==> src/rtl/game_pkg.sv <==
`default_nettype none
// ============================================================================
//  Module      : game_pkg
//  Description : Shared types and screen constants for the player sprite
//                motion logic. Holds the motion state encoding, the default
//                screen bounds and the frame tick line.
//  Revision    : 1.0 - initial release
// ============================================================================
package game_pkg;

  // Vertical motion state. The encoding is visible on the mstate port.
  typedef enum logic [1:0] {
    GROUND = 2'd0,
    RISE   = 2'd1,
    FALL   = 2'd2
  } mstate_t;

  // Default screen bounds in display-counter coordinates
  localparam int X_MIN_DEF   = 150;
  localparam int X_MAX_DEF   = 775;
  localparam int Y_CEIL_DEF  = 40;
  localparam int Y_FLOOR_DEF = 450;

  // vCount of the first vertical blanking line
  localparam int TICK_LINE   = 516;

endpackage
`default_nettype wire

==> src/rtl/frame_tick_gen.sv <==
`default_nettype none
// ============================================================================
//  Module      : frame_tick_gen
//  Description : Produces a registered one-clock pulse once per frame, one
//                clock after the display counters sit at (0, TICK_LINE).
//  Ports       : clk          in  1   pixel clock
//                rst          in  1   asynchronous active-high reset
//                hcount_i     in  10  display horizontal counter
//                vcount_i     in  10  display vertical counter
//                frame_tick_o out 1   one-clock frame pulse
//  Revision    : 1.0 - initial release
// ============================================================================
module frame_tick_gen #(
  parameter int TICK_LINE = 516
) (
  input  logic       clk,
  input  logic       rst,
  input  logic [9:0] hcount_i,
  input  logic [9:0] vcount_i,
  output logic       frame_tick_o
);

  localparam logic [9:0] c_tick_line = 10'(TICK_LINE);

  logic frame_tick_q;
  logic frame_tick_d;

  assign frame_tick_d = (hcount_i == 10'd0) && (vcount_i == c_tick_line);

  always_ff @(posedge clk or posedge rst) begin
    if (rst) begin
      frame_tick_q <= 1'b0;
    end else begin
      frame_tick_q <= frame_tick_d;
    end
  end

  assign frame_tick_o = frame_tick_q;

endmodule
`default_nettype wire

==> src/rtl/player_motion_ctrl.sv <==
`default_nettype none
// ============================================================================
//  Module      : player_motion_ctrl
//  Description : Per-frame motion sequencer for the player sprite: walk,
//                jump, gravity and floor/ceiling/wall clamping. Position is
//                updated once per frame during vertical blanking.
//  Ports       : clk       in  1   pixel clock
//                rst       in  1   asynchronous active-high reset
//                hCount    in  10  display horizontal counter
//                vCount    in  10  display vertical counter
//                left      in  1   walk left (level)
//                right     in  1   walk right (level)
//                jump      in  1   jump button (rising edge acts)
//                xpos      out 10  sprite x centre
//                ypos      out 10  sprite y centre
//                airborne  out 1   high while rising or falling
//                facing    out 1   0 right, 1 left
//                mstate    out 2   GROUND=0, RISE=1, FALL=2
//  Build macro : PLAYER_DOUBLE_JUMP_EN - accept one extra jump while airborne
//  Revision    : 1.0 - initial release
// ============================================================================
module player_motion_ctrl
  import game_pkg::*;
#(
  parameter int X_INIT    = 450,
  parameter int Y_FLOOR   = Y_FLOOR_DEF,
  parameter int Y_CEIL    = Y_CEIL_DEF,
  parameter int X_MIN     = X_MIN_DEF,
  parameter int X_MAX     = X_MAX_DEF,
  parameter int WALK_STEP = 2,
  parameter int JUMP_VEL  = 12,
  parameter int GRAVITY   = 1,
  parameter int VMAX      = 15,
  parameter int TICK_LINE = game_pkg::TICK_LINE
) (
  input  logic       clk,
  input  logic       rst,
  input  logic [9:0] hCount,
  input  logic [9:0] vCount,
  input  logic       left,
  input  logic       right,
  input  logic       jump,
  output logic [9:0] xpos,
  output logic [9:0] ypos,
  output logic       airborne,
  output logic       facing,
  output logic [1:0] mstate
);

  localparam logic        [9:0]  c_x_init   = 10'(X_INIT);
  localparam logic        [9:0]  c_y_floor  = 10'(Y_FLOOR);
  localparam logic        [9:0]  c_y_ceil   = 10'(Y_CEIL);
  localparam logic        [9:0]  c_x_min    = 10'(X_MIN);
  localparam logic        [9:0]  c_x_max    = 10'(X_MAX);
  localparam logic signed [10:0] c_y_floor_s = 11'(Y_FLOOR);
  localparam logic signed [10:0] c_y_ceil_s  = 11'(Y_CEIL);
  localparam logic signed [10:0] c_x_min_s   = 11'(X_MIN);
  localparam logic        [10:0] c_x_max_u   = 11'(X_MAX);
  localparam logic        [10:0] c_step_u    = 11'(WALK_STEP);
  localparam logic signed [10:0] c_step_s    = 11'(WALK_STEP);
  localparam logic        [5:0]  c_jump_vel = 6'(JUMP_VEL);
  localparam logic        [6:0]  c_grav_u   = 7'(GRAVITY);
  localparam logic signed [6:0]  c_grav_s   = 7'(GRAVITY);
  localparam logic        [6:0]  c_vmax7    = 7'(VMAX);
  localparam logic        [5:0]  c_vmax     = 6'(VMAX);

  logic w_frame_tick;

  frame_tick_gen #(
    .TICK_LINE(TICK_LINE)
  ) u_tick (
    .clk         (clk),
    .rst         (rst),
    .hcount_i    (hCount),
    .vcount_i    (vCount),
    .frame_tick_o(w_frame_tick)
  );

  // --------------------------------------------------------------------------
  // State registers
  // --------------------------------------------------------------------------
  mstate_t    state_q, state_d;
  logic [9:0] x_q, x_d;
  logic [9:0] y_q, y_d;
  logic [5:0] vy_q, vy_d;
  logic       facing_q, facing_d;
  logic       airborne_q, airborne_d;
  logic       jump_prev_q, jump_prev_d;
`ifdef PLAYER_DOUBLE_JUMP_EN
  logic       dj_used_q, dj_used_d;
`endif

  // --------------------------------------------------------------------------
  // Datapath helpers. Vertical sums are 11-bit signed so y - vy never wraps.
  // --------------------------------------------------------------------------
  logic signed [10:0] w_y_s, w_vy_s, w_y_up, w_y_dn;
  logic signed [6:0]  w_vy_dec;
  logic        [6:0]  w_vy_inc;
  logic        [5:0]  w_vy_inc_sat;
  logic        [10:0] w_x_plus;
  logic signed [10:0] w_x_minus;
  logic               w_jump_edge;

  assign w_y_s        = signed'({1'b0, y_q});
  assign w_vy_s       = signed'({5'b0, vy_q});
  assign w_y_up       = w_y_s - w_vy_s;
  assign w_y_dn       = w_y_s + w_vy_s;
  assign w_vy_dec     = signed'({1'b0, vy_q}) - c_grav_s;
  assign w_vy_inc     = {1'b0, vy_q} + c_grav_u;
  assign w_vy_inc_sat = (w_vy_inc > c_vmax7) ? c_vmax : w_vy_inc[5:0];
  assign w_x_plus     = {1'b0, x_q} + c_step_u;
  assign w_x_minus    = signed'({1'b0, x_q}) - c_step_s;
  assign w_jump_edge  = jump & ~jump_prev_q;

  always_ff @(posedge clk or posedge rst) begin
    if (rst) begin
      state_q     <= GROUND;
      x_q         <= c_x_init;
      y_q         <= c_y_floor;
      vy_q        <= 6'd0;
      facing_q    <= 1'b0;
      airborne_q  <= 1'b0;
      // Held high so a jump button held through reset does not launch
      jump_prev_q <= 1'b1;
`ifdef PLAYER_DOUBLE_JUMP_EN
      dj_used_q   <= 1'b0;
`endif
    end else begin
      state_q     <= state_d;
      x_q         <= x_d;
      y_q         <= y_d;
      vy_q        <= vy_d;
      facing_q    <= facing_d;
      airborne_q  <= airborne_d;
      jump_prev_q <= jump_prev_d;
`ifdef PLAYER_DOUBLE_JUMP_EN
      dj_used_q   <= dj_used_d;
`endif
    end
  end

  // --------------------------------------------------------------------------
  // Next-state logic: everything holds except on the frame tick
  // --------------------------------------------------------------------------
  always_comb begin
    state_d     = state_q;
    x_d         = x_q;
    y_d         = y_q;
    vy_d        = vy_q;
    facing_d    = facing_q;
    jump_prev_d = jump_prev_q;
`ifdef PLAYER_DOUBLE_JUMP_EN
    dj_used_d   = dj_used_q;
`endif

    if (w_frame_tick) begin
      jump_prev_d = jump;

      // Horizontal walk, independent of vertical state
      if (right && !left) begin
        x_d      = (w_x_plus > c_x_max_u) ? c_x_max : w_x_plus[9:0];
        facing_d = 1'b0;
      end else if (left && !right) begin
        x_d      = (w_x_minus < c_x_min_s) ? c_x_min : w_x_minus[9:0];
        facing_d = 1'b1;
      end

      unique case (state_q)
        GROUND: begin
          if (w_jump_edge) begin
            state_d = RISE;
            vy_d    = c_jump_vel;
          end
        end
        RISE, FALL: begin
`ifdef PLAYER_DOUBLE_JUMP_EN
          if (w_jump_edge && !dj_used_q) begin
            // Mid-air relaunch replaces this tick's vertical step
            state_d   = RISE;
            vy_d      = c_jump_vel;
            dj_used_d = 1'b1;
          end else
`endif
          if (state_q == RISE) begin
            if (w_y_up <= c_y_ceil_s) begin
              y_d     = c_y_ceil;
              vy_d    = 6'd0;
              state_d = FALL;
            end else begin
              y_d = w_y_up[9:0];
              if (w_vy_dec <= 7'sd0) begin
                vy_d    = 6'd0;
                state_d = FALL;
              end else begin
                vy_d = w_vy_dec[5:0];
              end
            end
          end else begin
            if (w_y_dn >= c_y_floor_s) begin
              y_d     = c_y_floor;
              vy_d    = 6'd0;
              state_d = GROUND;
`ifdef PLAYER_DOUBLE_JUMP_EN
              dj_used_d = 1'b0;
`endif
            end else begin
              y_d  = w_y_dn[9:0];
              vy_d = w_vy_inc_sat;
            end
          end
        end
        default: begin
          state_d = GROUND;
          vy_d    = 6'd0;
        end
      endcase
    end

    airborne_d = (state_d != GROUND);
  end

  assign xpos     = x_q;
  assign ypos     = y_q;
  assign airborne = airborne_q;
  assign facing   = facing_q;
  assign mstate   = state_q;

endmodule
`default_nettype wire

==> config.mk <==
export PLATFORM = sky130hd
export DESIGN_NAME = player_motion_ctrl
export DESIGN_NICKNAME = d
export VERILOG_FILES = /design/src/rtl/game_pkg.sv /design/src/rtl/frame_tick_gen.sv /design/src/rtl/player_motion_ctrl.sv
export SDC_FILE = /design/constraint.sdc
export NUM_CORES = 1
export LEC_CHECK = 0
export ABC_CLOCK_PERIOD_IN_PS = 3800
export CORE_MARGIN = 5
export CORE_UTILIZATION = 55
export DETAILED_ROUTE_END_ITERATION = 12
export GPL_ROUTABILITY_DRIVEN = 0
export PLACE_DENSITY = 0.79
export SYNTH_ARGS = -nofsm -noshare
export SYNTH_HDL_FRONTEND = slang
export SYNTH_SLANG_ARGS = --single-unit
export TNS_END_PERCENT = 1
==> constraint.sdc <==
create_clock -name clk -period 3.8 [get_ports clk]
set_clock_uncertainty 0.1 [all_clocks]
set_input_delay 1.14 -clock clk [delete_from_list [all_inputs] [get_ports clk]]
set_output_delay 1.14 -clock clk [all_outputs]
set_load 0.05 [all_outputs]
* Yosys cells after proc, flatten, opt, wreduce, memory -nomap -nowiden
Index checks and enable logic that the tools add are counted. W data, S select, Z words.
Operators by class: add/subtract/negate cells 6, $lt $le $gt $ge 6, equality and inequality tests 4, multiplexer cells 23, bitwise operators 2, reductions and logical operators 13
Operator list (count):
- $mux W10 | 7
- $mux W6 | 6
- $mux W2 | 6
- $pmux W6 S2 | 1
- $add A10 B2 Y11 const B | 1
- $add A10 B6 Y11 | 1
- $ge A11 B10 Y1 const B | 1
- $gt A11 B10 Y1 const B | 1
- $le A11 B7 Y1 const B | 1
- $lt A11 B9 Y1 const B | 1
- $sub A10 B2 Y11 const B | 1
- $sub A10 B6 Y11 | 1
- $eq A10 B10 Y1 const B | 1
- $logic_not A10 Y1 | 1
- $add A6 B1 Y7 const B | 1
- $gt A7 B4 Y1 const B | 1
- $le A7 B1 Y1 const B | 1
- $sub A6 B1 Y7 const B | 1
- $reduce_and A2 Y1 | 3
- $pmux W2 S2 | 1
- $reduce_bool A2 Y1 | 2
- $logic_and A1 B1 Y1 | 3
- $eq A2 B1 Y1 const B | 1
- $eq A2 B2 Y1 const B | 1
- 7 further kinds | 9
Storage, ports and cells: bits in registers 32, bits of input ports 25, output and inout bits 24, word-level logic and storage cells 62

* Depth between registers and ports, before layout
Gate-level depths: netlist of the first run.
depth after elaboration 8, gate-level depth with buffers 13, gate-level depth less buffers 12

* Modules after synthesis
From an unflattened synthesis of the first run, not the netlist that was laid out.
Second synthesis, totals: cells, all modules 438, area, all modules 3480.8 um^2
Modules (own cells, without submodules):
- player_motion_ctrl | times used 1, cells each 428, area each 3390.8 um^2, seq. area each 787.0 um^2
- frame_tick_gen | times used 1, cells each 10, area each 90.1 um^2, seq. area each 25.0 um^2

* Worst setup path before layout of the first run
No wires, ideal clock.
path type flip-flop to flip-flop, start register y_q[0], in the netlist ypos[0], end register airborne_q, in the netlist airborne, setup time 0.131 ns, arrival time 3.120 ns, data required time 3.569 ns, slack 0.448 ns, stages on the path, launching flop included 12, path buffers 0, period minus slack after synthesis 3.352 ns, cells stage by stage dfrtp_1 -> ha_1 -> inv_1 -> fa_1 -> o21ba_1 -> o41a_1 -> nand2_2 -> xnor2_1 -> o41ai_4 -> a21oi_1 -> a311o_1 -> or3_1
Between the ends: longest elaborated chain between the ends 7, elaborated cells between the ends (all ways) 10, those cells by class add/sub (2); order compare (2); mux (5); reduce/logical (1)
RTL lines:
- from (decl) | line player_motion_ctrl.sv:84 | logic [9:0] y_q, y_d;
- from (signal assigned) | line player_motion_ctrl.sv:119 | y_q <= c_y_floor;
- from (signal assigned) | line player_motion_ctrl.sv:131 | y_q <= y_d;
- $add A10 B6 Y11 or $sub A10 B6 Y11 (tied branches) | line player_motion_ctrl.sv:107, player_motion_ctrl.sv:106
- $ge A11 B10 Y1 or $le A11 B7 Y1 (tied branches) | line player_motion_ctrl.sv:199, player_motion_ctrl.sv:185
- $mux W2, on equally long branches | line player_motion_ctrl.sv:199, player_motion_ctrl.sv:185
- $mux W2 * | line player_motion_ctrl.sv:184 | if (state_q == RISE) begin
- $pmux W2 S2 * | line player_motion_ctrl.sv:168 | unique case (state_q)
- $mux W2 * | line player_motion_ctrl.sv:156 | if (w_frame_tick) begin
- named net state_d[1] | line player_motion_ctrl.sv:82 | mstate_t state_q, state_d;
- $reduce_bool A2 Y1 * | line player_motion_ctrl.sv:219 | airborne_d = (state_d != GROUND);
- named net airborne_d | line player_motion_ctrl.sv:87 | logic airborne_q, airborne_d;
- to (signal assigned) | line player_motion_ctrl.sv:134 | airborne_q <= airborne_d;
- to (decl) | line player_motion_ctrl.sv:87
The timed path passes the listed nets; every way through them passes the cells marked *. A chain may end at the register's enable or synchronous reset.

* Worst setup path after layout of the first run
start register vy_q[3], end register vy_q[2]
Between the ends: longest elaborated chain between the ends 6, elaborated cells between the ends (all ways) 14, those cells by class add/sub (4); order compare (4); mux (6)
RTL lines:
- from (decl) | line player_motion_ctrl.sv:85 | logic [5:0] vy_q, vy_d;
- from (signal assigned) | line player_motion_ctrl.sv:132 | vy_q <= vy_d;
- branches (longest 4 deep; another with $add A10 B6 Y11)
- $mux W6 * | line player_motion_ctrl.sv:184
- $pmux W6 S2 * | line player_motion_ctrl.sv:168
Mark *: on every way between the ends.

==> results of run 1 <==
==> logic make-up (layout without fill, tap and decap cells) <==
kind of cell	count (synthesis)	after routing	share of synthesized area
buffers and inverters	52	94	0.0620
xor gates and xnor gates	12	12	0.0306
DFF	32	32	0.237
and+or+nand+nor	163	163	0.251
AOI/OAI and AO/OA	143	143	0.305
adders and majority gates	26	26	0.0992
muxes	5	5	0.0160
==> cells in the mapped netlist (5+ instances only) <==
library cell,number,area (um^2)
a21oi_1,28,140
and2_1,5,31.3
and3_1,7,43.8
buf_2,5,25.0
clkbuf_1,16,60.1
dfrtp_1,23,576
dfstp_2,9,236
ha_1,24,300
inv_1,29,109
nand2_1,29,109
nand2b_1,9,56.3
nand3_1,15,75.1
nor2_1,29,109
nor2b_1,9,56.3
nor3_1,20,100
nor4_1,6,37.5
o21a_1,6,45.0
o21ai_0,26,130
o21bai_1,5,37.5
or3_1,11,68.8
xnor2_1,11,96.3
==> layout make-up <==
cell class	count	area, um^2
multi-input cells	349	2410
fillers	493	1910
flip-flops and latches	32	812
repair buffers	57	548
inverters	29	109
well taps	75	93.8
clock buffers	6	72.6
clock inverters	2	35.0
==> final timing paths <==
check	start	end	slack (ns)	cells after the start
max in group asynchronous	rst	xpos[1]$_DFFE_PP1P_	2.11	3
setup / recovery	vy_q[3]$_DFFE_PP0P_	vy_q[2]$_DFFE_PP0P_	0.26	10
hold / removal	facing$_DFFE_PP0P_	facing$_DFFE_PP0P_	0.40	2
setup reg to reg	vy_q[3]$_DFFE_PP0P_	vy_q[2]$_DFFE_PP0P_	0.26	10
hold reg to reg	facing$_DFFE_PP0P_	facing$_DFFE_PP0P_	0.40	2
min in group asynchronous	rst	ypos[4]$_DFFE_PP0P_	1.15	3
==> critical path, stage by stage (launching register included) <==
cell and delay, ns:
dfrtp_1 0.38, inv_1 0.17, ha_1 0.43, nor3b_1 0.38
nor3_1 0.18, a2111oi_1 0.60, o31ai_1 0.23, o41ai_4 0.11
or2_1 0.33, a21oi_1 0.17, a221o_1 0.34
==> sequential cells by signal, summed over array words and instances (netlist names) <==
signal,flops
xpos,10
ypos,10
vy_q,6
mstate,2
airborne,1
facing,1
jump_prev_q,1
u_tick.frame_tick_o,1
==> power breakdown <==
part | total (mW) | leakage, nW | switching (mW) | internal (mW)
registers | 0.359 | 0.393 | 0.0143 | 0.345
logic | 0.100 | 1.22 | 0.0473 | 0.0527
clock network | 0.322 | 0.0552 | 0.128 | 0.194
total | 0.781 | 1.67 | 0.189 | 0.592
==> stage by stage <==
| stage | hold WS [ns] | area, um^2 | std cells | setup WS (ns) | total power [mW] |
|---|---|---|---|---|---|
| CTS | 0.402 | 4080 | 550 | 0.278 | 0.789 |
| finish | 0.396 | 4080 | 550 | 0.261 | 0.781 |
| global route | 0.431 | 4080 | 550 | 0.0229 | 0.816 |
| detailed placement | 0.385 | 3970 | 542 | 0.399 | 0.465 |
| floorplan | 0.502 | 3430 | 433 | 0.448 | 0.421 |
| global placement | 0.366 | 3970 | 542 | 0.522 | 0.464 |
==> layout by cell type, fill, tap and decap left out, drive strengths merged, types with 5 or more instances in the layout <==
cell type / synthesis / routed
inv: 29 / 29
or3: 11 / 11
dfrtp: 23 / 23
nand2b: 9 / 9
nor4: 7 / 7
nand3: 15 / 15
nor3: 22 / 22
buf: 7 / 9
clkdlybuf4s50: 0 / 48
nor2: 30 / 30
and3: 7 / 7
xnor2: 11 / 11
ha: 24 / 24
o21a: 6 / 6
clkbuf: 16 / 6
and2: 5 / 5
or2: 5 / 5
o21ai: 29 / 29
nand2: 30 / 30
dfstp: 9 / 9
o21bai: 5 / 5
nor2b: 9 / 9
a21oi: 28 / 28
==> metal layers <==
layer  vias up  global-route usage
met4         0              0.0866
li1       1694                   -
met3        27              0.0516
met5         -                   0
met1      1710               0.367
met2       232               0.371
==> timing repair <==
item,CTS,global route
hold buffers,0,0
gates resized for setup,0,1
endpoints found under the setup margin,0,5
==> results.md, run 1 <==
- CTS tree: done
- DRT Pass-1 Iters: 6
- Diode count: 0
- # clock sinks: 32
- Total Die Area: 0.00792 mm^2
- Post-synth EDFFs: 0
- FP Rows: 28
- Startpoint types: flop
- Post-route ant nets: 0
- Mean post-synth cell area: 7.92 um^2
- DR WL/cell: 17.7 um
- Post-CTS setup buffer count: 0
- Vias in the first global route: 3243
- H-tree depth: 2
- Final Core Density: 0.681
- Max-slew violation count: 0
- 1st-iter DRT viols: 306
- Syn-to-layout area delta: 18.9%
- Final Critical Period: 3.54 ns
- Via-to-Cell Ratio: 6.66
- Critical-path maximum fanout: 14
- Worst Path Arrival: 3.60 ns
- Async SR Flop Fraction: 1.00
- Clk_lat worst skew: 0.28 ns
- M1 WL: 4330 um
- Die width: 89.0 um
- Max cap viols: 0
- Port bufs: 48
- CP Capture Type: flop
- Fin Setup TNS: 0 ns
- Clk buf depth: 2
- First-pass GRT wire length: 15700 um
- RSZ-0062 raised after global routing: no
- Largest net degree at the start of global routing: 33
- Met2 wire len: 4230 um
- Register area share after synthesis: 0.237
- Fmax: 0.283 GHz
- WL met3: 963 um
- Clock-pin slew on the worst setup and hold paths: 0.07 ns
- Initial Utilization: 0.573
- Root buffer cell: clkbuf_8
- Core Area: 0.00599 mm^2
- Gate Count Post-Synth: 433
- Dpl hpwl: 7290 um
- Ports: 49
- Highest routed layer: met4
- Post-route DRC: 0
- Status: complete, no violations
- Min-delay worst type: reg2reg
- Total global routing overflow: 0
- PD cells: 192 mW/mm^2
- Final nets: 525
- Num CTS Buffers: 5
- Synthesized area: 0.00343 mm^2
- Synth cell types: 77
- Peak VDD IR: 137 uV
- Via count: 3663
- Hold Fails Final Rpt: 0
- Main synth FF type: dfrtp_1
- Yosys reg bits: 32
- Initial antenna violation count: 0
- Setup violations, final: 0
- Total Routing Usage GR: 0.252
- Die Y: 89.0 um
- Slew HR: 0.573
- WP data required: 3.86 ns
- Ys Warns: 0
- Net Count, Synth: 484
- Setup CP Type: reg2reg
- Final WL: 9720 um
- Worst-margin pin slew: 0.641 ns
- Leakage: 1.67 nW
- Final worst-path cycle share: 0.931
- Layout cells sized above 1: 0.0863
No activity file was read; power rests on OpenSTA's default activity.
==> inputs of run 2 (changes only) <==
--- a/config.mk
+++ b/config.mk
@@ -6,7 +6,7 @@
 export NUM_CORES = 1
 export LEC_CHECK = 0
 export ABC_CLOCK_PERIOD_IN_PS = 3800
-export CORE_MARGIN = 5
+export CORE_MARGIN = 2
 export CORE_UTILIZATION = 55
 export DETAILED_ROUTE_END_ITERATION = 12
 export GPL_ROUTABILITY_DRIVEN = 0
==> run 2 against run 1 <==
  * Critical path depth did not move
  * Non-clock buffer count did not move
  * Combinational power is essentially flat
  * Cell area about the same
  * Via count shrank 3.0%
  * Sequential power is essentially flat
  * Maximum frequency down 2.6%
  * Routed wire length decreased by 4.8%
  * Die area is 13% lower
  * Sequential share of layout area about the same
  * Global-route usage increased by 2.2 points
  * Critical endpoint unchanged
  * Largest power group unchanged
  * Highest routed layer unchanged
==> results.md, run 2 (synthesized netlist as in run 1, its figures left out) <==
- Max-slew violation count: 0 (unchanged)
- Clk_lat worst skew: 0.29 ns (about the same)
- Post-CTS setup buffer count: 0 (unchanged)
- Leakage: 1.67 nW (about the same)
- Post-route ant nets: 0 (unchanged)
- # clock sinks: 32 (unchanged)
- Hold Fails Final Rpt: 0 (unchanged)
- Syn-to-layout area delta: 18.8% (about the same)
- Most common cell after layout, fill and taps aside: clkdlybuf4s50_1
- Ports: 49 (unchanged)
- Max cap viols: 0 (unchanged)
- First-pass GRT wire length: 15800 um (+0.48%)
- CTS-repair resized insts: 0 (unchanged)
- Status: complete, no violations
- Initial antenna violation count: 0 (unchanged)
- Vias in the first global route: 3316 (+2.3%)
- CP Capture Type: flop
- Worst Path Arrival: 3.70 ns (+0.10 ns)
- Diode count: 0 (unchanged)
- Root buffer cell: clkbuf_8
- Slowest CP cell: a2111oi_0
- Number of fill cells: 503 (+2.0%)
- Port bufs: 48 (unchanged)
- Final Critical Period: 3.63 ns (+0.0936 ns)
- Peak VDD IR: 217 uV (+59%)
- Worst-margin pin slew: 0.809 ns (+0.168 ns)
- Startpoint types: flop
- WP data required: 3.87 ns (about the same)
- Clk buf depth: 2 (unchanged)
- RSZ-0062 raised after global routing: no
- Final nets: 525 (unchanged)
- Die width: 83.0 um (-6.7%)
- Final Core Density: 0.680 (about the same)
- Slew HR: 0.447 (-0.126)
- Crit-path cells: inv_1 -> ha_1 -> nor3b_1 -> nor3_1 -> a2111oi_0 -> o31ai_1 -> o41ai_4 -> or2_1 -> a21oi_1 -> a221o_1
- Critical-path maximum fanout: 14 (unchanged)
- Final worst-path cycle share: 0.956 (+0.0246)
- Layout cells sized above 1: 0.0863 (unchanged)
- Setup violations, final: 0 (unchanged)
- Initial Utilization: 0.573 (unchanged)
- FP Rows: 28 (unchanged)
- Via count: 3553 (-3.0%)
- CP max stage delay: 0.73 ns (+0.13 ns)
- Fmax: 0.275 GHz (-2.6%)
- Highest-count cells in the layout ignoring fill and taps: clkdlybuf4s50_1, inv_1, nor2_1, nand2_1, a21oi_1
- Cell Count Post-Placement: 542 (unchanged)
- Final WL: 9260 um (-4.8%)
- Dpl hpwl: 7030 um (-3.6%)
- Largest net degree at the start of global routing: 33 (unchanged)
- Cell Count, Final, Fillers Out: 550 (unchanged)
- Total global routing overflow: 0 (unchanged)
- Via-to-Cell Ratio: 6.46 (-3.0%)
- Setup CP Type: reg2reg
- Total Routing Usage GR: 0.274 (+0.0222)
- CTS tree: done
- Total Die Area: 0.00689 mm^2 (-13%)
- Num CTS Buffers: 5 (unchanged)
- PD cells: 192 mW/mm^2 (+0.16%)
- Min-delay worst type: reg2reg
- Hold-fix buffers, CTS: 0 (unchanged)
- 1st-iter DRT viols: 273 (-11%)
- DR WL/cell: 16.8 um (-4.8%)
- Post-route DRC: 0 (unchanged)
- Core Area: 0.00599 mm^2 (unchanged)
- Clock-pin slew on the worst setup and hold paths: 0.07 ns (about the same)
- DRT Pass-1 Iters: 7 (+1)
- Fin Setup TNS: 0 ns (unchanged)
- H-tree depth: 2 (unchanged)
- Die Y: 83.0 um (-6.7%)
[run 2: final cells by class]
cell class,instances,area [um^2],area share
Inverter,29,109,0.0267
Clock buffer,6,72.6,0.0178
Timing Repair Buffer,57,548,0.134
Clock inverter,2,35.0,0.00859
Multi-Input combinational cell,349,2410,0.590
Tap cell,75,93.8,0.0230
Sequential cell,32,812,0.199
[run 2: critical path, delay by kind of cell, from the launching register on]
family,cells,cell delay (ns)
fa+ha+maj,1,0.42
simple gates,3,0.86
buf+inv,1,0.17
compound gates,5,1.60
flops,1,0.37
[run 2: final timing paths]
check,start,to,slack [ns],depth (start not counted)
min in group asynchronous,rst,vy_q[3]$_DFFE_PP0P_,1.13,3
worst min register to register,facing$_DFFE_PP0P_,facing$_DFFE_PP0P_,0.41,2
worst max-delay path,vy_q[3]$_DFFE_PP0P_,vy_q[2]$_DFFE_PP0P_,0.17,10
worst min-delay path,facing$_DFFE_PP0P_,facing$_DFFE_PP0P_,0.41,2
max in group asynchronous,rst,xpos[8]$_DFFE_PP1P_,2.14,3
worst max register to register,vy_q[3]$_DFFE_PP0P_,vy_q[2]$_DFFE_PP0P_,0.17,10
[run 2: per-layer routing]
layer  share of wire  vias to the layer above  track usage
met5               0                        -            0
met4           0.014                        0       0.0611
met3           0.095                       17       0.0646
met2            0.44                      190        0.417
met1            0.45                     1652        0.395
li1                -                     1694            -
[run 2: per-stage QoR]
stage	power, mW	setup WS [ns]	hold WS (ns)	cell area [um^2]
finish	0.782	0.168	0.405	4080
global route	0.811	0.0404	0.419	4080
CTS	0.786	0.376	0.404	4080
detailed placement	0.464	0.391	0.385	3970
global placement	0.463	0.476	0.368	3970
floorplan	0.421	0.448	0.502	3430
[run 2: power by group]
group / switching [mW] / total (mW) / leakage [nW] / internal [mW]
combinational: 0.0474 / 0.100 / 1.22 / 0.0527
sequential: 0.0145 / 0.359 / 0.393 / 0.345
clock: 0.128 / 0.323 / 0.0552 / 0.194
==> inputs of run 3 (changes only) <==
--- a/config.mk
+++ b/config.mk
@@ -6,10 +6,10 @@
 export NUM_CORES = 1
 export LEC_CHECK = 0
 export ABC_CLOCK_PERIOD_IN_PS = 3800
+export CORE_ASPECT_RATIO = 0.75
 export CORE_MARGIN = 2
 export CORE_UTILIZATION = 55
 export DETAILED_ROUTE_END_ITERATION = 12
-export GPL_ROUTABILITY_DRIVEN = 0
 export PLACE_DENSITY = 0.79
 export SYNTH_ARGS = -nofsm -noshare
 export SYNTH_HDL_FRONTEND = slang
==> run 3 against run 2 <==
  * Routed wire length increased by 4.9%
  * First-iteration DRC count rose by 27%
  * Maximum frequency is 0.45% higher
  * Combinational power about the same
  * Clock power shrank 13%
  * Sequential cell count is the same
  * Core utilization is 0.61 points higher
  * Die area is essentially flat
  * Register-to-register slack better by 0.02 ns
  * Total power shrank 5.2%
  * Critical path type unchanged
  * Worst hold slack worse by 0.021 ns
==> results.md, run 3 (synthesized netlist as in run 1, its figures left out) <==
- Leakage: 1.65 nW (-1.1%)
- Post-route ant nets: 0 (unchanged)
- Hold-fix buffers, CTS: 0 (unchanged)
- Most common cell after layout, fill and taps aside: clkdlybuf4s50_1
- Net switching power: 0.199 mW (+4.8%)
- DR WL/cell: 17.6 um (+4.7%)
- Initial Utilization: 0.580 (+0.00727)
- Post-route DRC: 0 (unchanged)
- Clock network power share: 0.378 (-0.035)
- Setup violations, final: 0 (unchanged)
- DRT Pass-1 Iters: 4 (-3)
- Fmax: 0.277 GHz (+0.45%)
- CP max stage delay: 0.59 ns (-0.14 ns)
- Sequential Power Share: 0.485 (+0.026)
- Slowest CP cell: dfrtp_1
- DP Worst Slack: 0.262 ns (-0.129 ns)
- Layout cells sized above 1: 0.0930 (+0.00671)
- # clock sinks: 32 (unchanged)
- Via count: 3570 (+0.48%)
- Root buffer cell: clkbuf_8
- Core Area: 0.00592 mm^2 (-1.3%)
- Port bufs: 48 (unchanged)
- Final worst-path cycle share: 0.952 (-0.00424)
- FP Rows: 24 (-14%)
- Worst Path Arrival: 3.68 ns (-0.02 ns)
- CP Capture Type: flop
- First-pass GRT wire length: 16400 um (+3.5%)
- Met2 wire len: 3900 um (-4.6%)
- Clk_lat worst skew: 0.29 ns (about the same)
- Largest net degree at the start of global routing: 33 (unchanged)
- Critical-path maximum fanout: 12 (-2)
- Final nets: 523 (-0.38%)
- Slew HR: 0.561 (+0.114)
- Syn-to-layout area delta: 18.4%
- Die Y: 72.4 um (-13%)
- Dpl hpwl: 7290 um (+3.8%)
- Initial antenna violation count: 0 (unchanged)
- Vias in the first global route: 3294 (-0.66%)
- Status: complete, no violations
- Total Routing Usage GR: 0.300 (+0.0255)
- Via-to-Cell Ratio: 6.48 (+0.30%)
- Sw Ratio: 0.269 (+0.0257)
- Fin Setup TNS: 0 ns (unchanged)
- CP top delay family: compound AO/OA/AOI/OAI gates
- 1st-iter DRT viols: 347 (+27%)
- Diode count: 0 (unchanged)
- Total global routing overflow: 0 (unchanged)
- Startpoint types: flop
- Num CTS Buffers: 5 (unchanged)
- PnR worst setup slack: 0.184 ns (+0.0161 ns)
- Highest routed layer: met4
- Total Die Area: 0.00689 mm^2 (about the same)
- Min-delay worst type: reg2reg
- Clk buf depth: 2 (unchanged)
- Number of fill cells: 474 (-5.8%)
- Peak VDD IR: 117 uV (-46%)
- Pwr Total: 0.741 mW (-5.2%)
- CTS tree: done
- Max-slew violation count: 0 (unchanged)
- Highest-count cells in the layout ignoring fill and taps: clkdlybuf4s50_1, inv_1, nor2_1, nand2_1, a21oi_1
- Crit-path cells: ha_1 -> inv_1 -> fa_1 -> o21ba_1 -> o41a_1 -> nand2_2 -> xnor2_1 -> o41ai_4 -> a21oi_1 -> a311o_1 -> or3_1
- WP buf/inv: 1 (unchanged)
- Routability Congestion: 0.916
- Die width: 95.2 um (+15%)
- Setup CP Type: reg2reg
- Max cap viols: 0 (unchanged)
- Clock-pin slew on the worst setup and hold paths: 0.08 ns (about the same)
- WP data required: 3.86 ns (about the same)
- PD cells: 183 mW/mm^2 (-4.9%)
- Final WL: 9710 um (+4.9%)
- Combinational share of power: 0.137 (+0.009)
- Worst-margin pin slew: 0.655 ns (-0.154 ns)
- Ports: 49 (unchanged)
- RSZ-0062 raised after global routing: no
- Hold Fails Final Rpt: 0 (unchanged)
- M1 WL: 4700 um (+13%)
- H-tree depth: 2 (unchanged)
- Final Critical Period: 3.62 ns (-0.0161 ns)
- Pint: 0.542 mW (-8.4%)
- WL met3: 1070 um (+22%)
-- run 3: changes by cell type in the layout (fill, tap and decap cells not counted), sizes merged --
cell    before  now
buf          9    7
bufinv       1    0
clkinv       1    2
-- run 3: cell type report --
class / instances / area (um^2) / share of cell area
Multi-Input combinational cell: 349 / 2420 / 0.595
Sequential cell: 32 / 813 / 0.200
Timing Repair Buffer: 55 / 533 / 0.131
Inverter: 29 / 109 / 0.0268
Tap cell: 78 / 97.6 / 0.0240
Clock buffer: 6 / 82.6 / 0.0203
Clock inverter: 2 / 10.0 / 0.00246
-- run 3: timing repair --
action,in CTS,in global routing
endpoints found under the setup margin,0,5
gates resized for setup,0,4
setup buffers,0,1
-- run 3: per-stage QoR --
| stage | area (um^2) | hold WS, ns | instances | utilization |
|---|---|---|---|---|
| after global placement | 3950 | 0.361 | 542 | 0.668 |
| after CTS | 4040 | 0.389 | 550 | 0.683 |
| final | 4060 | 0.384 | 551 | 0.687 |
| after global routing | 4060 | 0.411 | 551 | 0.687 |
| after floorplan | 3430 | 0.502 | 433 | - |
| after detailed placement | 3950 | 0.374 | 542 | 0.668 |
-- run 3: power by group through the flow --
stage / sequential [mW] / combinational [mW] / clock, mW
global placement: 0.365 / 0.0991 / 0
detailed placement: 0.366 / 0.101 / 0
floorplan: 0.370 / 0.0512 / 0
CTS: 0.359 / 0.102 / 0.286
global route: 0.361 / 0.111 / 0.299
finish: 0.360 / 0.102 / 0.280
-- run 3: tightest hold or removal path: stages (launching register included) --
cell and delay, ns:
dfrtp_1 0.34, nand2_1 0.05, o21ai_0 0.06
-- run 3: routing by layer --
metal  vias to the layer above  global-route usage
li1                       1697                   -
met4                         0              0.0435
met5                         -                   0
met3                        11              0.0717
met2                       218               0.407
met1                      1644               0.482
-- run 3: final timing paths --
| path | to | from | cells after the start | slack, ns |
|---|---|---|---|---|
| hold / removal | facing$_DFFE_PP0P_ | facing$_DFFE_PP0P_ | 2 | 0.38 |
| hold reg to reg | facing$_DFFE_PP0P_ | facing$_DFFE_PP0P_ | 2 | 0.38 |
| max in group asynchronous | xpos[7]$_DFFE_PP1P_ | rst | 3 | 2.07 |
| setup / recovery | airborne$_DFF_PP0_ | vy_q[0]$_DFFE_PP0P_ | 11 | 0.18 |
| min in group asynchronous | ypos[3]$_DFFE_PP0P_ | rst | 3 | 1.18 |
| setup reg to reg | airborne$_DFF_PP0_ | vy_q[0]$_DFFE_PP0P_ | 11 | 0.18 |
